## config.mk

```make
export PLATFORM = sky130hd
export DESIGN_NAME = fb_stream_axi_bridge_flat
export DESIGN_NICKNAME = d
export VERILOG_FILES = /design/src/rtl/fb_axi_pkg.sv /design/src/rtl/fb_stream_axi_bridge_if.sv /design/src/rtl/fb_axi_burst_splitter.sv /design/src/rtl/fb_stream_axi_bridge.sv /design/src/flat_wrapper.sv
export SDC_FILE = /design/constraint.sdc
export NUM_CORES = 1
export LEC_CHECK = 0
export ABC_AREA = 1
export CORE_MARGIN = 2
export CORE_UTILIZATION = 30
export DETAILED_ROUTE_END_ITERATION = 7
export PLACE_DENSITY_LB_ADDON = 0.25
export SYNTH_ARGS = -nofsm -noshare
export SYNTH_HDL_FRONTEND = slang
export SYNTH_SLANG_ARGS = --single-unit
```

## constraint.sdc

```tcl
create_clock -name clk -period 5.3 [get_ports clk]
set_input_delay 1.06 -clock clk [delete_from_list [all_inputs] [get_ports clk]]
set_output_delay 1.06 -clock clk [all_outputs]
set_load 0.005 [all_outputs]
```

## src/rtl/fb_axi_pkg.sv

```systemverilog
// Shared types and AXI constants for the framebuffer stream-to-AXI bridge.
package fb_axi_pkg;

    typedef enum logic [2:0] {
        ST_IDLE,
        ST_WADDR,
        ST_WDATA,
        ST_WRESP,
        ST_RADDR,
        ST_RDATA
    } state_t;

    localparam logic [1:0] AXI_BURST_INCR = 2'b01;
    localparam logic [1:0] AXI_RESP_OKAY  = 2'b00;

    function automatic logic [2:0] axsize(input int data_width);
        return 3'($clog2(data_width / 8));
    endfunction

endpackage

```

## src/rtl/fb_stream_axi_bridge_if.sv

```systemverilog
// AXI4 master-side bundle (AW/W/B/AR/R) between the bridge and external memory.
interface fb_stream_axi_bridge_if #(
    parameter int DATA_WIDTH = 32,
    parameter int ADDR_WIDTH = 32,
    parameter int ID_WIDTH   = 8
);
    logic [ID_WIDTH-1:0]     awid;
    logic [ADDR_WIDTH-1:0]   awaddr;
    logic [7:0]              awlen;
    logic [2:0]              awsize;
    logic [1:0]              awburst;
    logic                    awvalid;
    logic                    awready;

    logic [DATA_WIDTH-1:0]   wdata;
    logic [DATA_WIDTH/8-1:0] wstrb;
    logic                    wlast;
    logic                    wvalid;
    logic                    wready;

    logic [ID_WIDTH-1:0]     bid;
    logic [1:0]              bresp;
    logic                    bvalid;
    logic                    bready;

    logic [ID_WIDTH-1:0]     arid;
    logic [ADDR_WIDTH-1:0]   araddr;
    logic [7:0]              arlen;
    logic [2:0]              arsize;
    logic [1:0]              arburst;
    logic                    arvalid;
    logic                    arready;

    logic [ID_WIDTH-1:0]     rid;
    logic [DATA_WIDTH-1:0]   rdata;
    logic [1:0]              rresp;
    logic                    rlast;
    logic                    rvalid;
    logic                    rready;

    modport master (
        output awid, awaddr, awlen, awsize, awburst, awvalid,
        input  awready,
        output wdata, wstrb, wlast, wvalid,
        input  wready,
        input  bid, bresp, bvalid,
        output bready,
        output arid, araddr, arlen, arsize, arburst, arvalid,
        input  arready,
        input  rid, rdata, rresp, rlast, rvalid,
        output rready
    );

    modport slave (
        input  awid, awaddr, awlen, awsize, awburst, awvalid,
        output awready,
        input  wdata, wstrb, wlast, wvalid,
        output wready,
        output bid, bresp, bvalid,
        input  bready,
        input  arid, araddr, arlen, arsize, arburst, arvalid,
        output arready,
        output rid, rdata, rresp, rlast, rvalid,
        input  rready
    );

endinterface

```

## src/rtl/fb_axi_burst_splitter.sv

```systemverilog
// Carves the next INCR burst out of a transfer: never crosses a MAX_BURST_LEN-beat
// aligned window, so the 4 KB rule holds whenever the window is at most 4 KB.
module fb_axi_burst_splitter #(
    parameter int DATA_WIDTH    = 32,
    parameter int ADDR_WIDTH    = 32,
    parameter int MAX_BURST_LEN = 16
) (
    input  logic [ADDR_WIDTH-1:0] addr_i,
    input  logic [ADDR_WIDTH-1:0] rem_i,
    output logic [ADDR_WIDTH-1:0] len_o,
    output logic [ADDR_WIDTH-1:0] next_addr_o,
    output logic [ADDR_WIDTH-1:0] next_rem_o
);
    localparam int BEAT_SHIFT = $clog2(DATA_WIDTH / 8);
    localparam logic [ADDR_WIDTH-1:0] WINDOW_MASK = ADDR_WIDTH'(MAX_BURST_LEN * (DATA_WIDTH / 8) - 1);
    localparam logic [ADDR_WIDTH-1:0] MAX_LEN     = ADDR_WIDTH'(MAX_BURST_LEN);

    logic [ADDR_WIDTH-1:0] to_bound;

    // Beats left to the window edge is always <= MAX_BURST_LEN, so it also caps L.
    always_comb begin
        to_bound    = MAX_LEN - ((addr_i & WINDOW_MASK) >> BEAT_SHIFT);
        len_o       = (rem_i < to_bound) ? rem_i : to_bound;
        next_addr_o = addr_i + (len_o << BEAT_SHIFT);
        next_rem_o  = rem_i - len_o;
    end

endmodule

```

## src/rtl/fb_stream_axi_bridge.sv

```systemverilog
// Turns framebuffer memory requests plus AXI-Stream data into sequential AXI4 INCR
// bursts (one outstanding) and streams read data back with zero latency.
module fb_stream_axi_bridge
    import fb_axi_pkg::*;
#(
    parameter int DATA_WIDTH    = 32,
    parameter int ADDR_WIDTH    = 32,
    parameter int ID_WIDTH      = 8,
    parameter int MAX_BURST_LEN = 16
) (
    input  logic                    clk,
    input  logic                    reset,
    input  logic                    s_avalid,
    output logic                    s_aready,
    input  logic [ADDR_WIDTH-1:0]   s_aaddr,
    input  logic [ADDR_WIDTH-1:0]   s_abeats,
    input  logic                    s_arnw,
    input  logic                    s_axis_tvalid,
    output logic                    s_axis_tready,
    input  logic                    s_axis_tlast,
    input  logic [DATA_WIDTH-1:0]   s_axis_tdata,
    input  logic [DATA_WIDTH/8-1:0] s_axis_tstrb,
    output logic                    m_axis_tvalid,
    input  logic                    m_axis_tready,
    output logic                    m_axis_tlast,
    output logic [DATA_WIDTH-1:0]   m_axis_tdata,
    fb_stream_axi_bridge_if.master  m_axi,
    output logic                    busy,
    output logic                    error
);
    state_t                state_q;
    logic [ADDR_WIDTH-1:0] addr_q;
    logic [ADDR_WIDTH-1:0] rem_q;
    logic [7:0]            cnt_q;
    logic                  awvalid_q;
    logic                  arvalid_q;
    logic                  error_q;
    logic                  rdy_q;

    logic [ADDR_WIDTH-1:0] len;
    logic [ADDR_WIDTH-1:0] next_addr;
    logic [ADDR_WIDTH-1:0] next_rem;
    logic [7:0]            len_m1;
    logic                  req_hs, w_hs, b_hs, r_hs;
    logic                  unused_inputs;

    fb_axi_burst_splitter #(
        .DATA_WIDTH    (DATA_WIDTH),
        .ADDR_WIDTH    (ADDR_WIDTH),
        .MAX_BURST_LEN (MAX_BURST_LEN)
    ) u_split (
        .addr_i      (addr_q),
        .rem_i       (rem_q),
        .len_o       (len),
        .next_addr_o (next_addr),
        .next_rem_o  (next_rem)
    );

    // Beat count, not the incoming tlast, delimits bursts; IDs are not checked.
    assign unused_inputs = ^{s_axis_tlast, m_axi.bid, m_axi.rid};

    assign len_m1 = 8'(len - ADDR_WIDTH'(1));
    assign req_hs = rdy_q && (state_q == ST_IDLE) && s_avalid;
    assign w_hs   = (state_q == ST_WDATA) && s_axis_tvalid && m_axi.wready;
    assign b_hs   = (state_q == ST_WRESP) && m_axi.bvalid;
    assign r_hs   = (state_q == ST_RDATA) && m_axi.rvalid && m_axis_tready;

    always_ff @(posedge clk or posedge reset) begin
        if (reset) begin
            state_q   <= ST_IDLE;
            addr_q    <= '0;
            rem_q     <= '0;
            cnt_q     <= '0;
            awvalid_q <= 1'b0;
            arvalid_q <= 1'b0;
            error_q   <= 1'b0;
            rdy_q     <= 1'b0;
        end else begin
            rdy_q <= 1'b1;
            case (state_q)
                ST_IDLE: begin
                    if (req_hs) begin
                        addr_q <= s_aaddr;
                        rem_q  <= s_abeats;
                        if (s_abeats != '0) begin
                            state_q   <= s_arnw ? ST_RADDR : ST_WADDR;
                            awvalid_q <= ~s_arnw;
                            arvalid_q <= s_arnw;
                        end
                    end
                end
                ST_WADDR: begin
                    if (m_axi.awready) begin
                        awvalid_q <= 1'b0;
                        cnt_q     <= '0;
                        state_q   <= ST_WDATA;
                    end
                end
                ST_WDATA: begin
                    if (w_hs) begin
                        cnt_q <= cnt_q + 8'd1;
                        if (cnt_q == len_m1) state_q <= ST_WRESP;
                    end
                end
                ST_WRESP: begin
                    if (b_hs) begin
                        if (m_axi.bresp != AXI_RESP_OKAY) error_q <= 1'b1;
                        rem_q <= next_rem;
                        if (next_rem == '0) begin
                            state_q <= ST_IDLE;
                        end else begin
                            addr_q    <= next_addr;
                            awvalid_q <= 1'b1;
                            state_q   <= ST_WADDR;
                        end
                    end
                end
                ST_RADDR: begin
                    if (m_axi.arready) begin
                        arvalid_q <= 1'b0;
                        state_q   <= ST_RDATA;
                    end
                end
                ST_RDATA: begin
                    if (r_hs) begin
                        if (m_axi.rresp != AXI_RESP_OKAY) error_q <= 1'b1;
                        if (m_axi.rlast) begin
                            rem_q <= next_rem;
                            if (next_rem == '0) begin
                                state_q <= ST_IDLE;
                            end else begin
                                addr_q    <= next_addr;
                                arvalid_q <= 1'b1;
                                state_q   <= ST_RADDR;
                            end
                        end
                    end
                end
                default: state_q <= ST_IDLE;
            endcase
        end
    end

    assign m_axi.awid    = '0;
    assign m_axi.awaddr  = addr_q;
    assign m_axi.awlen   = len_m1;
    assign m_axi.awsize  = axsize(DATA_WIDTH);
    assign m_axi.awburst = AXI_BURST_INCR;
    assign m_axi.awvalid = awvalid_q;

    assign m_axi.wdata   = s_axis_tdata;
    assign m_axi.wstrb   = s_axis_tstrb;
    assign m_axi.wlast   = (state_q == ST_WDATA) && (cnt_q == len_m1);
    assign m_axi.wvalid  = (state_q == ST_WDATA) && s_axis_tvalid;
    assign s_axis_tready = (state_q == ST_WDATA) && m_axi.wready;

    assign m_axi.bready  = (state_q == ST_WRESP);

    assign m_axi.arid    = '0;
    assign m_axi.araddr  = addr_q;
    assign m_axi.arlen   = len_m1;
    assign m_axi.arsize  = axsize(DATA_WIDTH);
    assign m_axi.arburst = AXI_BURST_INCR;
    assign m_axi.arvalid = arvalid_q;

    assign m_axi.rready  = (state_q == ST_RDATA) && m_axis_tready;
    assign m_axis_tvalid = (state_q == ST_RDATA) && m_axi.rvalid;
    assign m_axis_tdata  = m_axi.rdata;
    // Only the final burst's rlast closes the framebuffer-side packet.
    assign m_axis_tlast  = (state_q == ST_RDATA) && m_axi.rlast && (rem_q == len);

    assign s_aready = rdy_q && (state_q == ST_IDLE);
    assign busy     = (state_q != ST_IDLE);
    assign error    = error_q;

endmodule
```

## src/flat_wrapper.sv

```systemverilog
// flat-port wrapper written by rule: the top's interface ports become plain ports
module fb_stream_axi_bridge_flat import fb_axi_pkg::*;
#(
    parameter int DATA_WIDTH    = 32,
    parameter int ADDR_WIDTH    = 32,
    parameter int ID_WIDTH      = 8,
    parameter int MAX_BURST_LEN = 16
)
  (clk, reset, s_avalid, s_aready, s_aaddr, s_abeats, s_arnw, s_axis_tvalid, s_axis_tready, s_axis_tlast, s_axis_tdata, s_axis_tstrb, m_axis_tvalid, m_axis_tready, m_axis_tlast, m_axis_tdata, busy, error, m_axi_awid, m_axi_awaddr, m_axi_awlen, m_axi_awsize, m_axi_awburst, m_axi_awvalid, m_axi_awready, m_axi_wdata, m_axi_wstrb, m_axi_wlast, m_axi_wvalid, m_axi_wready, m_axi_bid, m_axi_bresp, m_axi_bvalid, m_axi_bready, m_axi_arid, m_axi_araddr, m_axi_arlen, m_axi_arsize, m_axi_arburst, m_axi_arvalid, m_axi_arready, m_axi_rid, m_axi_rdata, m_axi_rresp, m_axi_rlast, m_axi_rvalid, m_axi_rready);
  fb_stream_axi_bridge_if #(.DATA_WIDTH(DATA_WIDTH), .ADDR_WIDTH(ADDR_WIDTH), .ID_WIDTH(ID_WIDTH)) m_axi_i ();
  input  logic clk;
  input  logic reset;
  input  logic s_avalid;
  output logic s_aready;
  input  logic [ADDR_WIDTH-1:0] s_aaddr;
  input  logic [ADDR_WIDTH-1:0] s_abeats;
  input  logic s_arnw;
  input  logic s_axis_tvalid;
  output logic s_axis_tready;
  input  logic s_axis_tlast;
  input  logic [DATA_WIDTH-1:0] s_axis_tdata;
  input  logic [DATA_WIDTH/8-1:0] s_axis_tstrb;
  output logic m_axis_tvalid;
  input  logic m_axis_tready;
  output logic m_axis_tlast;
  output logic [DATA_WIDTH-1:0] m_axis_tdata;
  output logic busy;
  output logic error;
  output wire logic [$bits(m_axi_i.awid)-1:0] m_axi_awid;
  output wire logic [$bits(m_axi_i.awaddr)-1:0] m_axi_awaddr;
  output wire logic [$bits(m_axi_i.awlen)-1:0] m_axi_awlen;
  output wire logic [$bits(m_axi_i.awsize)-1:0] m_axi_awsize;
  output wire logic [$bits(m_axi_i.awburst)-1:0] m_axi_awburst;
  output wire logic [$bits(m_axi_i.awvalid)-1:0] m_axi_awvalid;
  input wire logic [$bits(m_axi_i.awready)-1:0] m_axi_awready;
  output wire logic [$bits(m_axi_i.wdata)-1:0] m_axi_wdata;
  output wire logic [$bits(m_axi_i.wstrb)-1:0] m_axi_wstrb;
  output wire logic [$bits(m_axi_i.wlast)-1:0] m_axi_wlast;
  output wire logic [$bits(m_axi_i.wvalid)-1:0] m_axi_wvalid;
  input wire logic [$bits(m_axi_i.wready)-1:0] m_axi_wready;
  input wire logic [$bits(m_axi_i.bid)-1:0] m_axi_bid;
  input wire logic [$bits(m_axi_i.bresp)-1:0] m_axi_bresp;
  input wire logic [$bits(m_axi_i.bvalid)-1:0] m_axi_bvalid;
  output wire logic [$bits(m_axi_i.bready)-1:0] m_axi_bready;
  output wire logic [$bits(m_axi_i.arid)-1:0] m_axi_arid;
  output wire logic [$bits(m_axi_i.araddr)-1:0] m_axi_araddr;
  output wire logic [$bits(m_axi_i.arlen)-1:0] m_axi_arlen;
  output wire logic [$bits(m_axi_i.arsize)-1:0] m_axi_arsize;
  output wire logic [$bits(m_axi_i.arburst)-1:0] m_axi_arburst;
  output wire logic [$bits(m_axi_i.arvalid)-1:0] m_axi_arvalid;
  input wire logic [$bits(m_axi_i.arready)-1:0] m_axi_arready;
  input wire logic [$bits(m_axi_i.rid)-1:0] m_axi_rid;
  input wire logic [$bits(m_axi_i.rdata)-1:0] m_axi_rdata;
  input wire logic [$bits(m_axi_i.rresp)-1:0] m_axi_rresp;
  input wire logic [$bits(m_axi_i.rlast)-1:0] m_axi_rlast;
  input wire logic [$bits(m_axi_i.rvalid)-1:0] m_axi_rvalid;
  output wire logic [$bits(m_axi_i.rready)-1:0] m_axi_rready;
  assign m_axi_awid = m_axi_i.awid;
  assign m_axi_awaddr = m_axi_i.awaddr;
  assign m_axi_awlen = m_axi_i.awlen;
  assign m_axi_awsize = m_axi_i.awsize;
  assign m_axi_awburst = m_axi_i.awburst;
  assign m_axi_awvalid = m_axi_i.awvalid;
  assign m_axi_i.awready = m_axi_awready;
  assign m_axi_wdata = m_axi_i.wdata;
  assign m_axi_wstrb = m_axi_i.wstrb;
  assign m_axi_wlast = m_axi_i.wlast;
  assign m_axi_wvalid = m_axi_i.wvalid;
  assign m_axi_i.wready = m_axi_wready;
  assign m_axi_i.bid = m_axi_bid;
  assign m_axi_i.bresp = m_axi_bresp;
  assign m_axi_i.bvalid = m_axi_bvalid;
  assign m_axi_bready = m_axi_i.bready;
  assign m_axi_arid = m_axi_i.arid;
  assign m_axi_araddr = m_axi_i.araddr;
  assign m_axi_arlen = m_axi_i.arlen;
  assign m_axi_arsize = m_axi_i.arsize;
  assign m_axi_arburst = m_axi_i.arburst;
  assign m_axi_arvalid = m_axi_i.arvalid;
  assign m_axi_i.arready = m_axi_arready;
  assign m_axi_i.rid = m_axi_rid;
  assign m_axi_i.rdata = m_axi_rdata;
  assign m_axi_i.rresp = m_axi_rresp;
  assign m_axi_i.rlast = m_axi_rlast;
  assign m_axi_i.rvalid = m_axi_rvalid;
  assign m_axi_rready = m_axi_i.rready;
  fb_stream_axi_bridge #(.DATA_WIDTH(DATA_WIDTH), .ADDR_WIDTH(ADDR_WIDTH), .ID_WIDTH(ID_WIDTH), .MAX_BURST_LEN(MAX_BURST_LEN)) u_core (.clk(clk), .reset(reset), .s_avalid(s_avalid), .s_aready(s_aready), .s_aaddr(s_aaddr), .s_abeats(s_abeats), .s_arnw(s_arnw), .s_axis_tvalid(s_axis_tvalid), .s_axis_tready(s_axis_tready), .s_axis_tlast(s_axis_tlast), .s_axis_tdata(s_axis_tdata), .s_axis_tstrb(s_axis_tstrb), .m_axis_tvalid(m_axis_tvalid), .m_axis_tready(m_axis_tready), .m_axis_tlast(m_axis_tlast), .m_axis_tdata(m_axis_tdata), .m_axi(m_axi_i), .busy(busy), .error(error));
endmodule
```

==> results of run 1 <==
[kinds of logic (layout without fill, tap and decap cells)]
group | after synthesis | after routing | synth area share
other | 2 | 51 | 0.000851
AO/OA/AOI/OAI | 207 | 207 | 0.132
multiplexers | 2 | 2 | 0.00255
XOR/XNOR | 29 | 29 | 0.0296
adder cells (fa/ha/maj) | 43 | 43 | 0.0627
buffers and inverters | 316 | 354 | 0.198
AND/OR/NAND/NOR | 687 | 687 | 0.350
flip-flops | 79 | 79 | 0.224
[worst reg2reg max path: cells and delay by family (launching register included)]
family | cells | cell delay (ns)
flip-flops | 1 | 0.46
XOR/XNOR | 1 | 0.25
AO/OA/AOI/OAI | 2 | 0.39
buffers and inverters | 4 | 0.48
adder cells (fa/ha/maj) | 3 | 0.91
AND/OR/NAND/NOR | 20 | 2.26
[flip-flops by register name, summed over array words and instances (netlist names)]
name	flops
u_core.m_axi.araddr	32
u_core.error	1
u_core.rem_q	32
u_core.state_q	3
u_core.m_axi.arvalid	1
u_core.m_axi.awvalid	1
u_core.rdy_q	1
u_core.cnt_q	8
[worst max path at each step]
stage,start,to,slack [ns],cells past startpoint
final,u_core.m_axi.araddr[4]$_DFFE_PP0P_,m_axi_wlast,0.29,20
after global routing,u_core.m_axi.araddr[4]$_DFFE_PP0P_,m_axi_wlast,0.009,20
after CTS,u_core.m_axi.araddr[2]$_DFFE_PP0P_,m_axis_tlast,0.03,20
after detailed placement,u_core.m_axi.araddr[2]$_DFFE_PP0P_,u_core.m_axi.araddr[27]$_DFFE_PP0P_,0.44,30
after global placement,u_core.m_axi.araddr[2]$_DFFE_PP0P_,m_axis_tlast,0.42,21
after floorplan,u_core.m_axi.araddr[3]$_DFFE_PP0P_,u_core.m_axi.araddr[13]$_DFFE_PP0P_,1.12,32
[metrics by stage]
| step | hold slack [ns] | total power, uW |
|---|---|---|
| 2_1_floorplan | 0.464 | 4690 |
| 3_3_place_gp | 0.453 | 6110 |
| 3_5_place_dp | 0.462 | 6140 |
| 4_1_cts | 0.477 | 6970 |
| 5_1_grt | 0.510 | 7760 |
| 6_report | 0.474 | 7020 |
[synth_stat cells (5+ instances only)]
library cell  instances  share of area
nand2_1             349           0.15
inv_1               144          0.061
buf_4               135           0.11
nor2_1              121          0.051
nand3_1              95          0.054
o21ai_0              91          0.052
dfrtp_1              79           0.22
a21oi_1              59          0.033
ha_1                 41          0.058
nor2_2               27          0.019
nand4_1              26          0.018
xor2_1               25          0.025
nand2_2              16          0.011
nor3_1               16         0.0091
clkbuf_1             13         0.0055
o22ai_1              12         0.0085
o211ai_1             11         0.0094
a31oi_1               9         0.0064
inv_2                 9         0.0038
buf_2                 7         0.0040
nor4_1                7         0.0050
a21o_1                6         0.0051
buf_6                 6         0.0077
nand3_2               6         0.0068
nor2_4                6         0.0077
o21ai_1               5         0.0028
or2_2                 5         0.0035
[layer usage]
metal / GRT usage / part of all wire
met5: 0 / 0
met1: 0.215 / 0.45
met2: 0.296 / 0.47
met3: 0.0325 / 0.052
met4: 0.0527 / 0.023
[timing repair]
action,CTS,global route
gates resized for setup,0,9
buffers inserted,0,1
endpoints found under the setup margin,0,10
[power by group]
group	internal (uW)	switching, uW
Sequential	892	337
Combinational	2030	2960
Clock	507	291
Total	3430	3590
[cell type report]
class	count	area (um2)	share of cell area
Clock buffer	9	225	0.0213
Clock inverter	6	134	0.0127
Inverter	154	579	0.0549
Multi-Input combinational cell	1019	5330	0.505
Sequential cell	79	1980	0.187
Tap cell	384	480	0.0455
Timing Repair Buffer	185	1830	0.173
==> impl_metrics.tcl, run 1 <==
set metrics [dict create \
    dp.cells 1820 \
    antenna_cells 0 \
    drc 0 \
    nNetsFinal 1656 \
    startpoint_type "flop" \
    synth_cell_types 54 \
    chipHeight_um 176 \
    coreArea_mm2 0.0289 \
    final_util 0.366 \
    worst_path_max_delay_cell "clkdlybuf4s50_1" \
    final_common_cell "nand2_1" \
    p_leak_uw 0.00506 \
    status "finished clean" \
    slew_violations 0 \
    fillers 3151 \
    slew_headroom 0.385 \
    reg2reg_from "u_core.m_axi.araddr[4]$_DFFE_PP0P_" \
    synth.avg_cell_area_um2 6.46 \
    ff2ff_path_depth 30 \
    fin_area_mm2 0.0106 \
    crit_buf_inv 3 \
    wire_per_inst_um 14.4 \
    rsz0062_at_grt "false" \
    hold_depth 1 \
    holdPathEnd "u_core.error$_DFFE_PP0P_" \
    finalNonFillerCells 1836 \
    syn_area_mm2 0.00882 \
    synth_edf_count 0 \
    critPathKind "flop to output pin" \
    via_per_inst 4.71 \
    yosysWarnings 0 \
    die_w_um 176 \
    setup_slack_ns 0.292 \
    firstDrtPassIters 7 \
    cts_buffer_depth 2 \
    period_needed_ns 5.01 \
    final_hold_viol_count 0 \
    r2r_setup_slack_ns 0.47 \
    io_buffers 171 \
    cts_inserted_buffers 9 \
    min_from "u_core.error$_DFFE_PP0P_" \
    grt_first_pass_wirelength_mm 42.5 \
    fmax_mhz 200 \
    clk_pin_slew_ns 0.07 \
    crit_chain "inv_1 > nand3_1 > xor2_1 > ha_1 > a21oi_1 > nand2_1 > nand2_2 > nand2_4 > nand2_1 > nand2_2 > buf_4 > ha_1 > xor2_1 > nand3_1 > nor2_1 > nand2_1 > nor2_1 > nand3_2 > nor2_1 > clkdlybuf4s50_1" \
    cts_root_buffer "clkbuf_16" \
    pre_cts_slack_ns 0.435 \
    min_period_over_period 0.945 \
    max_slew.worst_pin.slew_ns 0.923 \
    end_kind "output pin" \
    drv_cap 0 \
    reg2reg_to "u_core.m_axi.araddr[31]$_DFFE_PP0P_" \
    gp_routability_congestion 0.897 \
    globalRouteTotalUtil 0.171 \
    tritoncts "built" \
    synth_cells 1365 \
    vdd_drop_max_uv 351 \
    max_stage_delay_ns 0.51 \
    synth_seq_cells 79 \
    drtAntennaViolNets 0 \
    synth_ff_type "dfrtp_1" \
    min_path_type "flop to flop" \
    grt_pass1_vias 8519 \
    dieArea_mm2 0.0308 \
    fp-row-count 62 \
    hold_buffers 0 \
    placed_area_mm2 0.0102 \
    drive_above_1_share 0.0861 \
    crit_family "simple AND/OR/NAND/NOR gates" \
    async_flop_share 1.00 \
    fin_worst_skew_ns 0.0133 \
    clk-insertion-delay-late_ns 0.35 \
    num_vias 8643 \
    cp.arrival_ns 3.95 \
    grt_antenna_before_repair 0 \
    htree_levels 3 \
    grt_overflow_total 0 \
    setup_violations 0 \
    initialDrtViolationCount 406 \
    synthToLayoutAreaGrowth_pct 19.6 \
    ys_seq_area_frac 0.224 \
    tns_ns 0 \
    required_ns 4.24 \
    p_per_area_mw_per_mm2 665 \
    final_cell_mix "nand2_1, clkdlybuf4s50_1, inv_1" \
    clock_sinks 79 \
    grt_max_degree 87 \
    ios 351 \
    initial_core_util 0.306 \
    critical_path.max_fanout 9 \
    drt_wl_total_mm 26.5 \
    dp_hpwl_mm 21.0 \
]
Note: power is estimated with default switching activity, not from simulation.
==> run 2, diff against run 1 <==
Settings changed: CORE_UTILIZATION 30 to 45, CTS_CLUSTER_SIZE set to 16.
Clock period 5.3 ns to 5.1 ns, I/O delays scaled along.
==> run 2 against run 1 <==
Clock power fell by 14%. Wire length down 4.6%. Flip-flop and latch count stayed put. Design area shrank 1.4%. Count of clock-buffer cells in the layout increased by 3. Worst hold slack gained 0.0055 ns. Register-to-register slack worse by 0.12 ns. Clock skew shrank 0.0088 ns. Critical path type unchanged. First-iteration DRC count grew 41%. Final cell count is 6.4% lower. Core utilization is 17 points higher.
==> impl_metrics.tcl, run 2 (same netlist as run 1, synthesis figures left out) <==
set metrics [dict create \
    drv_cap 0 \
    setup_violations 0 \
    drc 0 \
    swShare 0.518 \
    nNetsFinal 1658 \
    drtAntennaViolNets 0 \
    pwr-share-comb 0.729 \
    clk_pin_slew_ns 0.06 \
    antenna_cells 0 \
    critical_path.max_fanout 9 \
    cp.arrival_ns 3.85 \
    cts_root_buffer "clkbuf_16" \
    io_buffers 171 \
    min_path_type "flop to flop" \
    end_kind "output pin" \
    fin_area_mm2 0.0104 \
    grt_overflow_total 0 \
    drt_wl_total_mm 25.3 \
    tritoncts "built" \
    initial_core_util 0.456 \
    final_common_cell "nand2_1" \
    globalRouteTotalUtil 0.246 \
    p_leak_uw 0.00507 \
    placed_area_mm2 0.0100 \
    grt_first_pass_wirelength_mm 40.5 \
    startpoint_type "flop" \
    via_per_inst 5.03 \
    power_switching_uw 3740 \
    period_needed_ns 4.87 \
    drive_above_1_share 0.0901 \
    internal_power_uw 3480 \
    p_per_area_mw_per_mm2 694 \
    wl_met1_mm 11.4 \
    r2r_setup_slack_ns 0.35 \
    clock_sinks 79 \
    chipHeight_um 144 \
    cts_buffer_depth 2 \
    clk-insertion-delay-late_ns 0.35 \
    firstDrtPassIters 5 \
    highest_layer "met4" \
    dr_wl_met2_mm 12.0 \
    slew_headroom 0.268 \
    htree_levels 3 \
    power.total_uw 7230 \
    fmax_mhz 205 \
    slew_violations 0 \
    min_period_over_period 0.955 \
    required_ns 4.08 \
    fin_worst_skew_ns 0.00452 \
    vdd_drop_max_uv 351 \
    ios 351 \
    clock_power_share 0.095 \
    grt_pass1_vias 8191 \
    status "finished clean" \
    die_w_um 144 \
    critPathKind "flop to output pin" \
    num_vias 8653 \
    fillers 1988 \
    wire_per_inst_um 14.7 \
    grt_max_degree 86 \
    wl_met3_mm 1.38 \
    dieArea_mm2 0.0207 \
    synthToLayoutAreaGrowth_pct 17.9 \
    coreArea_mm2 0.0193 \
    grt_antenna_before_repair 0 \
    final_hold_viol_count 0 \
    final_cell_mix "nand2_1, clkdlybuf4s50_1, inv_1" \
    max_slew.worst_pin.slew_ns 1.10 \
    fp-row-count 51 \
    cts_inserted_buffers 9 \
    p_seq_frac 0.176 \
    dp_hpwl_mm 19.7 \
    initialDrtViolationCount 572 \
    gp_routability_congestion 0.943 \
]
## run 2: cell types whose count changed in the layout (fill, tap and decap cells not counted), sizes merged
cell	before	now
clkinv	4	3
buf	14	16
bufinv	4	1
clkinvlp	0	1
clkdlybuf4s50	171	170
clkbuf	9	12
dlymetal6s2s	0	1
## run 2: path summary, 6_finish.rpt
path,startpoint,endpoint,cells past startpoint
max in group asynchronous,reset,u_core.rem_q[30]$_DFFE_PP0P_,3
min in group asynchronous,reset,u_core.m_axi.araddr[31]$_DFFE_PP0P_,2
min,u_core.error$_DFFE_PP0P_,u_core.error$_DFFE_PP0P_,1
min reg2reg,u_core.error$_DFFE_PP0P_,u_core.error$_DFFE_PP0P_,1
max reg2reg,u_core.m_axi.araddr[2]$_DFFE_PP0P_,u_core.m_axi.araddr[5]$_DFFE_PP0P_,31
max,u_core.m_axi.araddr[2]$_DFFE_PP0P_,m_axis_tlast,20
## run 2: metrics by stage
stage,util,hold WS (ns),worst slack [ns],cells,TNS [ns]
final,0.538,0.479,0.227,1719,0
after global routing,0.538,0.498,-0.00947,1719,-0.00947
after CTS,0.534,0.482,0.00999,1717,0
after detailed placement,0.517,0.461,0.247,1701,0
after global placement,0.517,0.460,0.317,1701,0
after floorplan,-,0.464,0.915,1414,0
## run 2: worst max-delay path, cell delays in order, from the launching register on
cell and delay, ns:
dfrtp_1 0.39, inv_2 0.10, ha_4 0.15, nand3_1 0.13, ha_2 0.21, nor2_1 0.13, nand2_1 0.07, nor2_1 0.11
nand2_2 0.10, nor2_8 0.18, nand2_8 0.09, nand2_1 0.09, nand2_2 0.12, ha_4 0.33, nand2_1 0.06, nor3_1 0.21
nand3_1 0.09, nor2_1 0.10, nand4_1 0.11, nor3_1 0.18, clkdlybuf4s50_1 0.54
## run 2: timing repair
action	CTS	global route
setup endpoints to repair	2	34
resized for setup	3	17
endpoints found under the hold margin	0	0
pin swaps	1	1
buffers inserted	1	2
hold buffers	0	0
## run 2: power by group through the flow
| stage | clock network [uW] | registers [uW] | logic, uW |
|---|---|---|---|
| 5_1_grt | 722 | 1320 | 5930 |
| 6_report | 685 | 1270 | 5270 |
| 4_1_cts | 696 | 1270 | 5110 |
| 3_5_place_dp | 0 | 1280 | 5050 |
| 3_3_place_gp | 0 | 1270 | 4990 |
| 2_1_floorplan | 0 | 1210 | 3670 |
## run 2: routing by layer
layer  global-route usage  vias to the layer above
met3               0.0334                       40
met2                0.422                      270
li1                     -                     4422
met5                    0                        -
met1                0.319                     3921
met4               0.0836                        0
## run 2: cell type report
type	count	area, um2	share of cell area
sequential	79	1980	0.190
multi-input combinational	1019	5370	0.516
timing repair buffer	187	1850	0.177
clock buffer	12	256	0.0246
tap	265	332	0.0319
clock inverter	3	42.5	0.00409
inverter	154	579	0.0557
==> run 3, diff against run 2 <==
Settings changed: HOLD_SLACK_MARGIN set to 0.02.
==> results of run 3 <==
Same layout as run 2: the final DEF is identical, and so are final timing and power.
